===== src/rtl/alu_ctrl_decode.sv =====
// RV32I ALU-control decoder behind a two-entry skid buffer.
// Define ALU_CTRL_ILLEGAL_EN to flag unknown encodings on out_illegal.
module alu_ctrl_decode (
  input  logic        clk,
  input  logic        rst,
  input  logic        in_valid,
  output logic        in_ready,
  input  logic [31:0] in_instr,
  input  logic [31:0] in_pc,
  input  logic        flush,
  output logic        out_valid,
  input  logic        out_ready,
  output logic [3:0]  out_alu_sel,
  output logic [31:0] out_imm,
  output logic        out_b_imm,
  output logic        out_a_pc,
  output logic [4:0]  out_rs1,
  output logic [4:0]  out_rs2,
  output logic [4:0]  out_rd,
  output logic        out_reg_wr,
  output logic [31:0] out_pc,
  output logic        out_illegal
);

  localparam logic [3:0] ALU_ADD  = 4'b0000;
  localparam logic [3:0] ALU_SUB  = 4'b1000;
  localparam logic [3:0] ALU_AND  = 4'b0111;
  localparam logic [3:0] ALU_OR   = 4'b0110;
  localparam logic [3:0] ALU_XOR  = 4'b0100;
  localparam logic [3:0] ALU_SLTU = 4'b0011;
  localparam logic [3:0] ALU_SLT  = 4'b0010;
  localparam logic [3:0] ALU_SRL  = 4'b0101;
  localparam logic [3:0] ALU_SRA  = 4'b1101;
  localparam logic [3:0] ALU_SLL  = 4'b0001;
  localparam logic [3:0] ALU_PASS = 4'b1111;

  typedef struct packed {
    logic [3:0]  alu_sel;
    logic [31:0] imm;
    logic        b_imm;
    logic        a_pc;
    logic [4:0]  rs1;
    logic [4:0]  rs2;
    logic [4:0]  rd;
    logic        reg_wr;
    logic [31:0] pc;
    logic        illegal;
  } entry_t;

  typedef enum logic [1:0] {
    EMPTY = 2'd0,
    ONE   = 2'd1,
    TWO   = 2'd2
  } state_t;

  state_t state, state_n;
  logic   rdy;
  entry_t head, tail, dec;
  logic   in_x, out_x;

  logic [6:0]  opc;
  logic [2:0]  f3;
  logic [6:0]  f7;
  logic [31:0] imm_i, imm_s, imm_b, imm_u, imm_j;
  logic        bad;

  assign opc = in_instr[6:0];
  assign f3  = in_instr[14:12];
  assign f7  = in_instr[31:25];

  assign imm_i = {{20{in_instr[31]}}, in_instr[31:20]};
  assign imm_s = {{20{in_instr[31]}}, in_instr[31:25],
                  in_instr[11:7]};
  assign imm_b = {{19{in_instr[31]}}, in_instr[31], in_instr[7],
                  in_instr[30:25], in_instr[11:8], 1'b0};
  assign imm_u = {in_instr[31:12], 12'b0};
  assign imm_j = {{11{in_instr[31]}}, in_instr[31],
                  in_instr[19:12], in_instr[20],
                  in_instr[30:21], 1'b0};

  function automatic logic [3:0] alu_map(
    input logic [2:0] fn,
    input logic       alt
  );
    logic [3:0] s;
    case (fn)
      3'b000:  s = alt ? ALU_SUB : ALU_ADD;
      3'b001:  s = ALU_SLL;
      3'b010:  s = ALU_SLT;
      3'b011:  s = ALU_SLTU;
      3'b100:  s = ALU_XOR;
      3'b101:  s = alt ? ALU_SRA : ALU_SRL;
      3'b110:  s = ALU_OR;
      default: s = ALU_AND;
    endcase
    return s;
  endfunction

  assign in_x  = in_valid & in_ready;
  assign out_x = out_valid & out_ready;

  // Combinational decode of the offered instruction
  always_comb begin
    dec     = '0;
    bad     = 1'b0;
    dec.rs1 = in_instr[19:15];
    dec.rs2 = in_instr[24:20];
    dec.rd  = in_instr[11:7];
    dec.pc  = in_pc;
    unique case (1'b1)
      (opc == 7'b0110011): begin
        dec.alu_sel = alu_map(f3, f7[5]);
        dec.reg_wr  = 1'b1;
        bad = !((f7 == 7'h00) ||
                (f7 == 7'h20 && (f3 == 3'b000 || f3 == 3'b101)));
      end
      (opc == 7'b0010011): begin
        dec.alu_sel = alu_map(f3, (f3 == 3'b101) & f7[5]);
        dec.b_imm   = 1'b1;
        dec.imm     = imm_i;
        dec.reg_wr  = 1'b1;
        bad = ((f3 == 3'b001) && (f7 != 7'h00)) ||
              ((f3 == 3'b101) && (f7 != 7'h00) && (f7 != 7'h20));
      end
      (opc == 7'b0000011): begin
        dec.b_imm  = 1'b1;
        dec.imm    = imm_i;
        dec.reg_wr = 1'b1;
        bad = (f3 == 3'b011) || (f3 == 3'b110) || (f3 == 3'b111);
      end
      (opc == 7'b1100111): begin
        dec.b_imm  = 1'b1;
        dec.imm    = imm_i;
        dec.reg_wr = 1'b1;
        bad = (f3 != 3'b000);
      end
      (opc == 7'b0100011): begin
        dec.b_imm = 1'b1;
        dec.imm   = imm_s;
        bad = (f3 > 3'd2);
      end
      (opc == 7'b1100011): begin
        dec.imm = imm_b;
        case (f3[2:1])
          2'b00:   dec.alu_sel = ALU_SUB;
          2'b10:   dec.alu_sel = ALU_SLT;
          2'b11:   dec.alu_sel = ALU_SLTU;
          default: bad = 1'b1;
        endcase
      end
      (opc == 7'b0110111): begin
        dec.alu_sel = ALU_PASS;
        dec.b_imm   = 1'b1;
        dec.imm     = imm_u;
        dec.reg_wr  = 1'b1;
      end
      (opc == 7'b0010111): begin
        dec.a_pc   = 1'b1;
        dec.b_imm  = 1'b1;
        dec.imm    = imm_u;
        dec.reg_wr = 1'b1;
      end
      (opc == 7'b1101111): begin
        dec.a_pc   = 1'b1;
        dec.b_imm  = 1'b1;
        dec.imm    = imm_j;
        dec.reg_wr = 1'b1;
      end
      default: bad = 1'b1;
    endcase
    if (bad) begin
      dec.alu_sel = ALU_ADD;
      dec.reg_wr  = 1'b0;
`ifdef ALU_CTRL_ILLEGAL_EN
      dec.illegal = 1'b1;
`else
      dec.illegal = 1'b0;
`endif
    end
    if (dec.rd == 5'd0) dec.reg_wr = 1'b0;
  end

  // State register and registered in_ready
  always_ff @(posedge clk or posedge rst) begin
    if (rst) begin
      state <= EMPTY;
      rdy   <= 1'b0;
    end else begin
      state <= state_n;
      rdy   <= (state_n != TWO);
    end
  end

  // Next-state logic; flush wins over any handshake
  always_comb begin
    state_n = state;
    unique case (state)
      EMPTY: if (in_x) state_n = ONE;
      ONE: begin
        if (in_x && !out_x) state_n = TWO;
        else if (out_x && !in_x) state_n = EMPTY;
      end
      TWO: if (out_x) state_n = ONE;
      default: state_n = EMPTY;
    endcase
    if (flush) state_n = EMPTY;
  end

  // Handshake outputs
  always_comb begin
    out_valid = (state != EMPTY);
    in_ready  = rdy;
  end

  // Entry storage: head is the oldest entry
  always_ff @(posedge clk or posedge rst) begin
    if (rst) begin
      head <= '0;
      tail <= '0;
    end else if (!flush) begin
      unique case (state)
        EMPTY: if (in_x) head <= dec;
        ONE: begin
          if (in_x && out_x) head <= dec;
          else if (in_x) tail <= dec;
        end
        TWO: if (out_x) head <= tail;
        default: ;
      endcase
    end
  end

  assign out_alu_sel = head.alu_sel;
  assign out_imm     = head.imm;
  assign out_b_imm   = head.b_imm;
  assign out_a_pc    = head.a_pc;
  assign out_rs1     = head.rs1;
  assign out_rs2     = head.rs2;
  assign out_rd      = head.rd;
  assign out_reg_wr  = head.reg_wr;
  assign out_pc      = head.pc;
  assign out_illegal = head.illegal;

endmodule


===== config.mk =====
export PLATFORM = sky130hd
export DESIGN_NAME = alu_ctrl_decode
export DESIGN_NICKNAME = d
export VERILOG_FILES = /design/src/rtl/alu_ctrl_decode.sv
export SDC_FILE = /design/constraint.sdc
export NUM_CORES = 1
export LEC_CHECK = 0
export CAP_MARGIN = 15
export CORE_MARGIN = 2
export CORE_UTILIZATION = 52
export DETAILED_ROUTE_END_ITERATION = 16
export PLACE_DENSITY = 0.8
export SETUP_SLACK_MARGIN = 0.02
export SLEW_MARGIN = 5
export SYNTH_ARGS = -nofsm -noshare
export SYNTH_HDL_FRONTEND = slang
export SYNTH_SLANG_ARGS = --single-unit

===== constraint.sdc =====
create_clock -name clk -period 6.1 [get_ports clk]
set_clock_uncertainty 0.15 [all_clocks]
set_input_delay 0.61 -clock clk [delete_from_list [all_inputs] [get_ports clk]]
set_output_delay 0.61 -clock clk [all_outputs]
set_load 0.02 [all_outputs]

# After elaboration in Yosys (flattened, before gate mapping)
# Index checks and enable logic that the tools add are counted.
[word_totals]
register_bits = 176
inputBits = 69
out_inout_bits = 89
latchBits = 0
wordCells = 113
mem_bits_ro = 0
n_memories = 0
ramBits = 0
[op_classes]
mux = 27
order_cmp = 1
n_shift = 0
bitwise = 5
reduce_logical = 33
n_mul = 0
div_mod_pow = 0
eq_ne = 26
n_addsub = 0
[ops]
columns = ["cell", "count"]
rows = [
  ["87-bit 2-to-1 mux", 3],
  ["87-bit case mux with 3 select lines", 1],
  ["32-bit case mux with 5 select lines", 1],
  ["4-bit case mux with 7 select lines", 2],
  ["7-bit by 6-bit == test with 1-bit output, second input constant", 4],
  ["7-bit == test, second input constant", 3],
  ["4-bit 2-to-1 mux", 5],
  ["4-bit case mux with 4 select lines", 1],
  ["7-bit by 5-bit == test with 1-bit output, second input constant", 2],
  ["7-bit OR reduction", 2],
  ["3-bit == test, second input constant", 4],
  ["4-bit case mux with 3 select lines", 1],
  ["2-bit 2-to-1 mux", 5],
  ["3-bit OR reduction", 3],
  ["2-bit inequality test, second input constant", 4],
  ["7-bit by 2-bit == test with 1-bit output, second input constant", 1],
  ["1-bit logical AND", 7],
  ["7-bit logical NOT", 1],
  ["7-bit by 6-bit inequality test with 1-bit output, second input constant", 1],
  ["1-bit case mux with 7 select lines", 1],
  ["7-bit nonzero test", 1],
  ["2-bit == test, second input constant", 3],
  ["3-bit by 2-bit == test with 1-bit output, second input constant", 2],
  ["1-bit 2-to-1 mux", 6],
  ["16 further kinds", 28],
]

# Longest topological paths before layout
# Gate-level depths: netlist of the first run.
[depth]
word_depth = 10
depth_mapped = 7
mapped_depth_nobuf = 5

# Worst setup path after synthesis of the first run
# No wires, ideal clock.
[synth_timing]
kind = "in2reg"
from = "input port in_instr[3]"
to = "register head, in the netlist out_reg_wr"
stages = 6
n_path_buf = 1
slack_ps = 3902
setup_time_ps = 131
required_ps = 5819
t_arrival_ps = 1917
cell_sequence = "buf_2 or4_4 nor4_1 nor3b_1 nand4_1 o211ai_1"
[synth_between]
elab_chain_cells = 7
word_cells_on_any_way = 18
classes_between = "eq/ne (9); mux (7); reduce/logical (2)"
[synth_lines]
columns = ["item", "line", "source"]
rows = [
  ["start, declared", "8", "input logic [31:0] in_instr,"],
  ["7-bit by 6-bit == test with 1-bit output (tied with other cells)", "151", "(opc == 7'b0110111): begin"],
  ["3-bit OR reduction (no line) / 7-bit OR reduction (equally long branches)", "n/a", ""],
  ["1-bit case mux with 7 select lines / 1-bit 2-to-1 mux (equally long branches)", "110", "unique case (1'b1)"],
  ["1-bit 2-to-1 mux *", "171", "if (bad) begin"],
  ["1-bit 2-to-1 mux *", "180", "if (dec.rd == 5'd0) dec.reg_wr = 1'b0;"],
  ["87-bit 2-to-1 mux, on equally long branches", "224, 222", ""],
  ["87-bit case mux with 3 select lines *", "221", "unique case (state)"],
  ["end signal, assigned", "227", "TWO: if (out_x) head <= tail;"],
  ["end, declared", "58", "entry_t head, tail, dec;"],
]
# Every way passes the cells marked *; elsewhere a longest branch is shown, timed or not. The select of a mux whose other input is x is not followed.
# A chain may end at the register's enable or synchronous reset.

# Worst setup path in the final report of the first run
[layout_timing]
from = "input port out_ready"
to = "register head, in the netlist out_imm[4]"
[layout_between]
elab_chain_cells = 4
word_cells_on_any_way = 5
classes_between = "eq/ne (2); bitwise (1); reduce/logical (2)"
[layout_lines]
columns = ["item", "line", "source"]
rows = [
  ["start, declared", "12", "input logic out_ready,"],
  ["1-bit bitwise AND *", "100", "assign out_x = out_valid & out_ready;"],
  ["1-bit logical AND", "224", "if (in_x && out_x) head <= dec;"],
  ["2-bit inequality test (no line)", "n/a", ""],
  ["5-bit AND reduction (no line) *", "n/a", ""],
]
# Every way passes the cells marked *; elsewhere a longest branch is shown, timed or not.

==> impl_metrics.py, run 1 <==
metrics = {
    "run_status": {
        "status": "complete, no violations",
    },
    "yosys": {
        "yosys-top-cells-area": "dfrtp_1 (54%), nand2_1 (7.8%), mux2_2 (7.4%)",
        "synth_edf_count": 0,
        "ys_seq_area_share_pct": 54.1,
        "yosysTopAreaCell": "dfrtp_1",
        "syn-cell-area_sq_um": 8090,
        "synth_adder_area_share_pct": 0,
        "synth_seq_cells": 175,
        "synth_nets": 894,
        "synth_cell_types": 63,
        "synthArstFlopShare_pct": 100,
        "ys_warn_count": 0,
        "synth_top_family_by_area": "compound AO/OA/AOI/OAI gates",
        "postSynthAreaPerCell_sq_um": 9.80,
        "synth_ff_type": "dfrtp_1",
        "synth-simple-area-share_pct": 15.8,
        "synth-compound-area-share_pct": 17.7,
        "synth_top_area_share_pct": 54.1,
        "synthCells": 825,
        "yosys-mux-area-fraction_pct": 8.18,
        "yosys.area_share.xor_xnor_pct": 0.108,
    },
    "clock_tree": {
        "root_buffer": "clkbuf_16",
        "cts_inserted_buffers": 17,
        "clkLatencyLatePin_ns": 0.42,
        "clkSinkCount": 175,
        "post_cts_buffers": 0,
        "clk_pin_slew_ns": 0.06,
        "cts_tree": "done",
        "h-tree-depth": 4,
        "clk_path_buf_depth": 2,
        "cts_resized": 0,
        "holdBufCountCts": 0,
    },
    "placement": {
        "placed_cell_area_sq_um": 9670,
        "gp_congestion": 0.912,
        "dp.cells": 1111,
        "io_buffers": 156,
        "dpl.hpwl_mm": 12.5,
    },
    "drt": {
        "post_drt_via_cell_ratio": 5.81,
        "vias": 6637,
        "ant_nets": 0,
        "post_drt_wl_per_cell_um": 17.1,
        "drtIter0Drc": 504,
        "wl_mm": 19.5,
        "drc": 0,
        "firstDrtPassIters": 5,
    },
    "power_and_ir_drop": {
        "vdd_drop_max_v": 0.000219,
        "finalPower_mw": 3.18,
        "power.density_nw_per_um2": 310,
        "p_leak_nw": 4.30,
    },
    "finish": {
        "fin_area_sq_um": 10200,
        "layout-drive-gt1-share_pct": 12.0,
        "area_delta_synth_final_pct": 26.7,
        "diodes": 0,
        "nets": 1011,
        "instances_no_fill": 1143,
    },
    "timing": {
        "relSlewSlack_pct": 35.7,
        "layout_min_cycle_time_ns": 3.17,
        "worst_slew_pin_slew_ns": 0.965,
        "hold_viol_final": 0,
        "fmax_mhz": 316,
        "fin_setup_tns_ns": 0,
        "fin_crit_sh_pct": 51.9,
        "drv_slew": 0,
        "rsz0062_at_grt": "false",
        "setup_viol": 0,
    },
    "global_route": {
        "use_met2_pct": 38.9,
        "grtUsageMet1_pct": 33.5,
        "antenna_found_initial": 0,
        "grt_overflow": 0,
        "grtUsageMet3_pct": 4.28,
        "grt_max_degree": 82,
        "track_usage_pct": 24.4,
        "grt_pass1_wl_mm": 32.0,
        "grt_busiest_layer": "met2",
        "grt_pass1_vias": 6278,
    },
    "floorplanning": {
        "die_w_um": 129,
        "die_h_um": 129,
        "num_io_pins": 158,
        "coreArea_sq_um": 15200,
        "start_util_pct": 53.2,
        "row_count": 45,
        "dieArea_sq_um": 16600,
    },
    "worst_setup_path": {
        "startpoint_type": "primary input",
        "critical_path_class": "primary input to flop",
        "cp-startpoint": "out_ready",
        "crit_arrival_ns": 3.32,
        "cp.required_ns": 6.26,
        "cp_max_fo": 69,
        "end_kind": "flop",
        "r2r-start": "state[0]$_DFF_PP0_",
    },
    "hold_path": {
        "hp-start": "tail[85]$_DFFE_PP0P_",
        "min_path_type": "flop to flop",
    },
    "flow_run": {
        "cap_violations": 0,
    },
}
==> placed cells by master, fill, tap and decap left out, types with 5 or more instances in the layout <==
cell type,synthesis,final
nor3_1,7,7
o21ai_1,29,29
clkbuf_16,0,17
a211oi_1,17,17
nand2_1,167,167
mux2_2,53,53
o21ai_0,43,43
a21o_1,6,6
clkdlybuf4s50_1,0,156
nor2b_1,6,5
o211ai_2,6,6
dfrtp_1,175,175
o21a_1,6,6
a22oi_1,7,7
nand3_1,11,11
a21oi_1,33,33
a31oi_1,48,48
nor2_1,67,67
buf_4,2,10
==> critical path, cell delays in order <==
cell	delay, ns
clkdlybuf4s50_1	0.53
nor2b_1	0.09
nor3_1	0.31
o21ba_4	0.79
buf_4	0.55
mux2_1	0.36
==> per-stage QoR <==
step | setup WS, ns | hold WS (ns) | util, %
floorplan | 0.595 | 0.290 | -
global placement | 2.61 | 0.303 | 63.6
detailed placement | 2.56 | 0.315 | 63.6
CTS | 3.00 | 0.330 | 67.4
global route | 2.79 | 0.349 | 67.4
finish | 2.93 | 0.328 | 67.4
==> synthesized netlist by cell type (2+ instances only) <==
library cell / instances
nor2_1: 67
o21a_1: 6
mux2i_1: 2
nand2b_1: 3
mux2_2: 53
or2_2: 2
nor3_1: 7
clkbuf_1: 45
nand3b_1: 3
buf_4: 2
buf_6: 4
a211o_1: 2
nor2b_1: 6
nand2_1: 167
a31oi_1: 48
inv_1: 4
o21ai_0: 43
a21oi_1: 33
a211oi_1: 17
a22oi_1: 7
o211ai_1: 4
a221oi_1: 2
nand3_1: 11
nand4b_1: 2
o21ai_2: 2
a21o_1: 6
nand4_1: 4
and2_1: 3
o31ai_1: 4
and3_1: 2
o21ai_1: 29
dfrtp_1: 175
o211ai_2: 6
mux2_1: 4
and3b_1: 4
buf_2: 16
nor4_1: 3
o21bai_1: 2
==> sequential cells by signal (all words and copies together), names as in the netlist <==
name / count
out_rd: 5
out_b_imm: 1
tail: 86
in_ready: 1
out_rs1: 5
out_alu_sel: 4
out_imm: 32
out_rs2: 5
out_pc: 32
out_a_pc: 1
state: 2
out_reg_wr: 1
==> where the power goes <==
group | switching [mW] | leakage (nW) | internal, mW
Combinational | 0.331 | 1.84 | 0.331
Sequential | 0.101 | 2.19 | 1.35
Clock | 0.442 | 0.270 | 0.625
Total | 0.874 | 4.30 | 2.31
==> final timing paths <==
| path | depth (start not counted) | slack, ns | end |
|---|---|---|---|
| min reg2reg | 2 | 0.33 | tail[85]$_DFFE_PP0P_ |
| max | 6 | 2.93 | out_imm[4]$_DFFE_PP0P_ |
| min in group asynchronous | 2 | 0.52 | tail[20]$_DFFE_PP0P_ |
| max in group asynchronous | 3 | 4.16 | out_pc[10]$_DFFE_PP0P_ |
| min | 2 | 0.33 | tail[85]$_DFFE_PP0P_ |
| max reg2reg | 5 | 3.09 | out_imm[4]$_DFFE_PP0P_ |
==> cells by family (layout without fill, tap and decap cells) <==
group | count (synthesis) | count (layout)
compound gates | 223 | 223
xor+xnor | 1 | 1
buf+inv | 72 | 202
flops | 175 | 175
mux | 59 | 59
other cells | 1 | 1
simple gates | 294 | 294
==> area by class of cell <==
cell class / count / area, sq um
clock buffer: 23 / 468
clock inverter: 9 / 109
fill: 1191 / 4960
inverter: 4 / 20.0
multi-input combinational: 578 / 3400
sequential: 175 / 4380
tap: 188 / 235
timing repair buffer: 166 / 1640
==> metal layers <==
layer / vias up / share of wire, % / wire length [um]
li1: 3140 / - / -
met1: 3247 / 45 / 8710
met2: 211 / 48 / 9280
met3: 39 / 5.3 / 1030
met4: 0 / 2.6 / 505
met5: - / 0 / 0
No activity file was read; power rests on OpenSTA's default activity.
==> inputs of run 2 (changes only) <==
==> constraint.sdc (replaced) <==
create_clock -name clk -period 3.2 [get_ports clk]
set_clock_uncertainty 0.15 [all_clocks]
set_input_delay 0.32 -clock clk [delete_from_list [all_inputs] [get_ports clk]]
set_output_delay 0.32 -clock clk [all_outputs]
set_load 0.02 [all_outputs]
==> impl_metrics.py, run 2 (synthesized netlist as in run 1, its figures left out) <==
metrics = {
    "power_and_ir_drop": {
        "finalPower_mw": 6.10,
        "p_switching_mw": 1.66,
        "seqPwrFrac_pct": 45.4,
        "p_int_mw": 4.44,
        "clkPwrFrac_pct": 33.7,
        "p_leak_nw": 4.38,
        "power.density_nw_per_um2": 587,
        "swShare_pct": 27.2,
        "vdd_drop_max_v": 0.000390,
        "pwr-share-comb_pct": 20.9,
    },
    "finish": {
        "final_common_cell": "dfrtp_1",
        "layout-drive-gt1-share_pct": 13.1,
        "largest-register": "tail",
        "nets": 1019,
        "final.fill_count": 1197,
        "fin_area_sq_um": 10400,
        "fin_util_pct": 68.4,
        "diodes": 0,
        "final_cell_mix": "dfrtp_1 (175), nand2_1 (167), clkdlybuf4s50_1 (156)",
        "area_delta_synth_final_pct": 28.5,
        "largest_register_ffs": 86,
    },
    "worst_setup_path": {
        "rr_endpoint": "out_pc[15]$_DFFE_PP0P_",
        "cp_max_fo": 22,
        "critical_path_class": "primary input to flop",
        "crit_slowest_cell": "or4b_4",
        "startpoint_type": "primary input",
        "cp_num_buf_inv": 2,
        "cp.required_ns": 3.40,
        "r2r-start": "state[0]$_DFF_PP0_",
        "path_cells": "clkdlybuf4s50_1, or4b_4, nor2_2, buf_4, o21a_4, a211oi_1, o21ai_1",
        "end_kind": "flop",
        "reg2reg_setup_slack_ns": 0.97,
        "cpLargestDelayFamily": "buffers and inverters",
        "slowest_delay_ns": 0.65,
        "rr_worst_depth": 6,
        "crit_arrival_ns": 2.52,
    },
    "timing": {
        "rsz0062_at_grt": "false",
        "hold_viol_final": 0,
        "relSlewSlack_pct": 54.4,
        "drv_slew": 0,
        "setup_viol": 0,
        "worst_slew_pin_slew_ns": 0.682,
        "layout_min_cycle_time_ns": 2.32,
        "setup_ws_ns": 0.885,
        "fmax_mhz": 432,
        "fin_crit_sh_pct": 72.3,
        "fin_setup_tns_ns": 0,
    },
    "clock_tree": {
        "clkSinkCount": 175,
        "root_buffer": "clkbuf_16",
        "h-tree-depth": 4,
        "clkLatencyLatePin_ns": 0.43,
        "holdBufCountCts": 0,
        "cts_tree": "done",
        "cts_resized": 0,
        "clk_path_buf_depth": 2,
        "cts_inserted_buffers": 17,
        "post_cts_buffers": 0,
        "clk_pin_slew_ns": 0.07,
    },
    "drt": {
        "drc": 0,
        "vias": 6647,
        "ant_nets": 0,
        "post_drt_via_cell_ratio": 5.77,
        "drtIter0Drc": 485,
        "firstDrtPassIters": 5,
        "wl_mm": 19.9,
        "post_drt_wl_per_cell_um": 17.3,
    },
    "placement": {
        "dpl.hpwl_mm": 13.2,
        "pre_cts_slack_ns": 0.464,
        "gp_congestion": 0.923,
        "io_buffers": 156,
        "placed_cell_area_sq_um": 9800,
    },
    "floorplanning": {
        "dieArea_sq_um": 16600,
        "start_util_pct": 53.2,
        "die_w_um": 129,
        "die_h_um": 129,
        "row_count": 45,
        "coreArea_sq_um": 15200,
        "num_io_pins": 158,
    },
    "run_status": {
        "status": "complete, no violations",
    },
    "global_route": {
        "grt_max_degree": 95,
        "grt_pass1_vias": 6304,
        "grt_pass1_wl_mm": 31.9,
        "antenna_found_initial": 0,
        "grt_overflow": 0,
        "track_usage_pct": 24.5,
    },
    "flow_run": {
        "cap_violations": 0,
    },
    "hold_path": {
        "min_path_type": "primary input to async pin",
    },
}
[run 2: cell count changes in the layout (fill, tap and decap cells not counted)]
| cell | change |
|---|---|
| buf_12 | +6 |
| clkbuf_1 | -3 |
| inv_6 | -2 |
| clkinvlp_4 | +1 |
| clkinv_2 | +2 |
| clkbuf_8 | +2 |
| buf_4 | +2 |
[run 2: worst max-delay path by stage]
stage / cells after the start / from / endpoint
2_1_floorplan: 1 / rst / in_ready$_DFF_PP0_
3_3_place_gp: 7 / in_instr[4] / out_imm[29]$_DFFE_PP0P_
3_5_place_dp: 7 / in_instr[4] / out_imm[27]$_DFFE_PP0P_
4_1_cts: 7 / in_instr[4] / out_imm[27]$_DFFE_PP0P_
5_1_grt: 7 / in_instr[4] / out_imm[29]$_DFFE_PP0P_
6_report: 7 / in_instr[4] / out_imm[27]$_DFFE_PP0P_
[run 2: power groups by stage]
stage	Sequential, mW	Clock, mW	Combinational [mW]
2_1_floorplan	2.97	0	0.514
3_3_place_gp	2.79	0	1.25
3_5_place_dp	2.81	0	1.28
4_1_cts	2.77	2.10	1.29
5_1_grt	2.81	2.19	1.38
6_report	2.77	2.05	1.28
[run 2: per-stage QoR]
| stage | hold slack [ns] | std cells |
|---|---|---|
| 2_1_floorplan | 0.236 | 825 |
| 3_3_place_gp | 0.307 | 1119 |
| 3_5_place_dp | 0.313 | 1119 |
| 4_1_cts | 0.276 | 1151 |
| 5_1_grt | 0.304 | 1151 |
| 6_report | 0.240 | 1151 |
[run 2: area by class of cell]
class / count / area [sq um] / area share (%)
clock buffers: 22 / 484 / 4.66
repair buffers: 174 / 1770 / 17.0
well taps: 188 / 235 / 2.26
multi-input cells: 578 / 3400 / 32.7
clock inverters: 10 / 110 / 1.06
inverters: 4 / 18.8 / 0.181
flip-flops and latches: 175 / 4380 / 42.1
[run 2: layer usage]
layer / track usage [%] / wire, um / vias to the layer above
met5: 0 / 0 / -
met4: 9.34 / 439 / 0
met3: 4.07 / 1110 / 27
met2: 39.4 / 9620 / 234
met1: 33.8 / 8770 / 3254
li1: - / - / 3132
[run 2: worst min-delay path, stage by stage]
cell             delay, ns
clkdlybuf4s50_1       0.44
clkinvlp_4            0.13
buf_12                0.35
==> inputs of run 3 (changes only) <==
--- a/config.mk
+++ b/config.mk
@@ -7,9 +7,9 @@
 export LEC_CHECK = 0
 export CAP_MARGIN = 15
 export CORE_MARGIN = 2
-export CORE_UTILIZATION = 52
+export CORE_UTILIZATION = 47
 export DETAILED_ROUTE_END_ITERATION = 16
-export PLACE_DENSITY = 0.8
+export PLACE_DENSITY = 0.76
 export SETUP_SLACK_MARGIN = 0.02
 export SLEW_MARGIN = 5
 export SYNTH_ARGS = -nofsm -noshare
==> constraint.sdc (replaced) <==
create_clock -name clk -period 1.96 [get_ports clk]
set_clock_uncertainty 0.15 [all_clocks]
set_input_delay 0.196 -clock clk [delete_from_list [all_inputs] [get_ports clk]]
set_output_delay 0.196 -clock clk [all_outputs]
set_load 0.02 [all_outputs]
==> impl_metrics.py, run 3 (synthesized netlist as in run 1, its figures left out) <==
metrics = {
    "timing": {
        "rsz0062_at_grt": "false",
        "layout_min_cycle_time_ns": 1.86,
        "setup_viol": 0,
        "setup_ws_ns": 0.0986,
        "worst_slew_pin_slew_ns": 0.517,
        "relSlewSlack_pct": 65.4,
        "fin_crit_sh_pct": 95.0,
        "drv_slew": 0,
        "fmax_mhz": 537,
        "hold_viol_final": 0,
        "fin_setup_tns_ns": 0,
    },
    "power_and_ir_drop": {
        "power.density_nw_per_um2": 903,
        "vdd_drop_max_v": 0.000664,
        "p_leak_nw": 4.97,
    },
    "worst_setup_path": {
        "rr_endpoint": "out_rs1[0]$_DFFE_PP0P_",
        "r2r-start": "state[0]$_DFF_PP0_",
        "cp_max_fo": 10,
        "end_kind": "flop",
        "cp.required_ns": 2.14,
        "crit_arrival_ns": 2.04,
        "rr_worst_depth": 7,
        "critical_path_class": "flop to flop",
        "startpoint_type": "flop",
        "reg2reg_setup_slack_ns": 0.1,
    },
    "run_status": {
        "status": "complete, no violations",
    },
    "placement": {
        "dpl.hpwl_mm": 15.4,
        "io_buffers": 156,
        "pre_cts_slack_ns": -0.427,
        "placed_cell_area_sq_um": 10700,
        "dp.cells": 1246,
        "gp_congestion": 0.878,
    },
    "clock_tree": {
        "clk_path_buf_depth": 2,
        "clkSinkCount": 175,
        "clkLatencyLatePin_ns": 0.42,
        "clk_pin_slew_ns": 0.07,
        "cts_inserted_buffers": 17,
        "cts_tree": "done",
        "root_buffer": "clkbuf_16",
        "h-tree-depth": 4,
    },
    "finish": {
        "nets": 1119,
        "fin_area_sq_um": 11400,
        "layout-drive-gt1-share_pct": 21.5,
        "final_cell_mix": "dfrtp_1 (175), nand2_1 (167), clkdlybuf4s50_1 (151)",
        "area_delta_synth_final_pct": 41.4,
        "multi_input_area_sq_um": 3420,
        "diodes": 0,
        "largest_register_ffs": 86,
        "instances_no_fill": 1283,
        "seq_area_sq_um": 4380,
        "final.fill_count": 1274,
        "final_common_cell": "dfrtp_1",
        "largest-register": "tail",
    },
    "drt": {
        "drtIter0Drc": 451,
        "post_drt_via_cell_ratio": 5.46,
        "drc": 0,
        "post_drt_wl_per_cell_um": 17.2,
        "wl_mm": 22.0,
        "firstDrtPassIters": 5,
        "vias": 7002,
        "ant_nets": 0,
    },
    "hold_path": {
        "hold_depth": 3,
        "hp-start": "in_pc[22]",
        "whs_endpoint": "out_pc[22]$_DFFE_PP0P_",
        "min_path_type": "primary input to flop",
    },
    "global_route": {
        "grt_pass1_vias": 6936,
        "track_usage_pct": 24.8,
        "grt_pass1_wl_mm": 35.6,
        "grt_max_degree": 47,
        "grt_overflow": 0,
        "antenna_found_initial": 0,
    },
    "floorplanning": {
        "die_h_um": 135,
        "dieArea_sq_um": 18300,
        "num_io_pins": 158,
        "row_count": 47,
        "coreArea_sq_um": 16700,
        "start_util_pct": 48.4,
        "die_w_um": 135,
    },
    "flow_run": {
        "cap_violations": 0,
    },
}
## run 3: cell types whose count changed in the layout (fill, tap and decap cells not counted), sizes merged
cell           change
inv                +2
dlygate4sd2        +1
clkinv             -3
bufinv             +1
dlygate4sd3        +1
clkdlybuf4s50      -5
buf               +98
clkinvlp           +2
dlymetal6s2s       +3
## run 3: power by group
part / leakage, nW / switching, mW / internal, mW
logic: 2.50 / 1.09 / 1.20
registers: 2.19 / 0.318 / 4.20
clock network: 0.281 / 1.44 / 2.08
## run 3: per-stage QoR
step	util, %	hold WS, ns	power, mW
3_5_place_dp	64.3	0.315	6.85
4_1_cts	68.0	0.194	10.4
5_1_grt	68.5	0.216	10.8
2_1_floorplan	-	0.112	5.69
6_report	68.5	0.208	10.3
3_3_place_gp	64.3	0.305	6.78
## run 3: worst max-delay path by stage
| stage | cells past startpoint | from | slack (ns) | end |
|---|---|---|---|---|
| 2_1_floorplan | 1 | rst | -0.62 | in_ready$_DFF_PP0_ |
| 3_3_place_gp | 7 | in_instr[4] | -0.37 | out_alu_sel[3]$_DFFE_PP0P_ |
| 3_5_place_dp | 9 | in_instr[4] | -0.43 | out_imm[15]$_DFFE_PP0P_ |
| 4_1_cts | 3 | state[0]$_DFF_PP0_ | 0.02 | out_valid |
| 5_1_grt | 7 | in_instr[5] | 0.02 | tail[86]$_DFFE_PP0P_ |
| 6_report | 7 | state[0]$_DFF_PP0_ | 0.1 | out_rs1[0]$_DFFE_PP0P_ |
## run 3: metal layers
metal  wire length [um]  share of wire (%)  global-route usage (%)  up-vias
met1               9570                 44                    33.4     3408
met2              10700                 49                    39.7      192
met4                603                2.7                    9.95        0
li1                   -                  -                       -     3361
met5                  0                  0                       0        -
met3               1080                4.9                    4.79       41
## run 3: area by class of cell
class / count / share of cell area [%]
clock buffers: 20 / 3.99
inverters: 4 / 0.164
clock inverters: 12 / 1.38
flip-flops and latches: 175 / 38.3
multi-input cells: 578 / 29.9
well taps: 220 / 2.41
repair buffers: 274 / 23.9
## run 3: timing repair
item,CTS,global route
hold buffers,1,0
resized for setup,3,11
buffers inserted,0,4
gates cloned,0,1
setup endpoints to repair,3,38
pin swaps,0,4
hold endpoints to repair,3,0
## run 3: critical path, stage by stage (launching register included)
cell,delay (ns)
dfrtp_1,0.41
nor2b_4,0.15
nor3_2,0.22
o21ba_4,0.31
buf_6,0.16
buf_12,0.12
nor2_1,0.06
a31oi_1,0.18
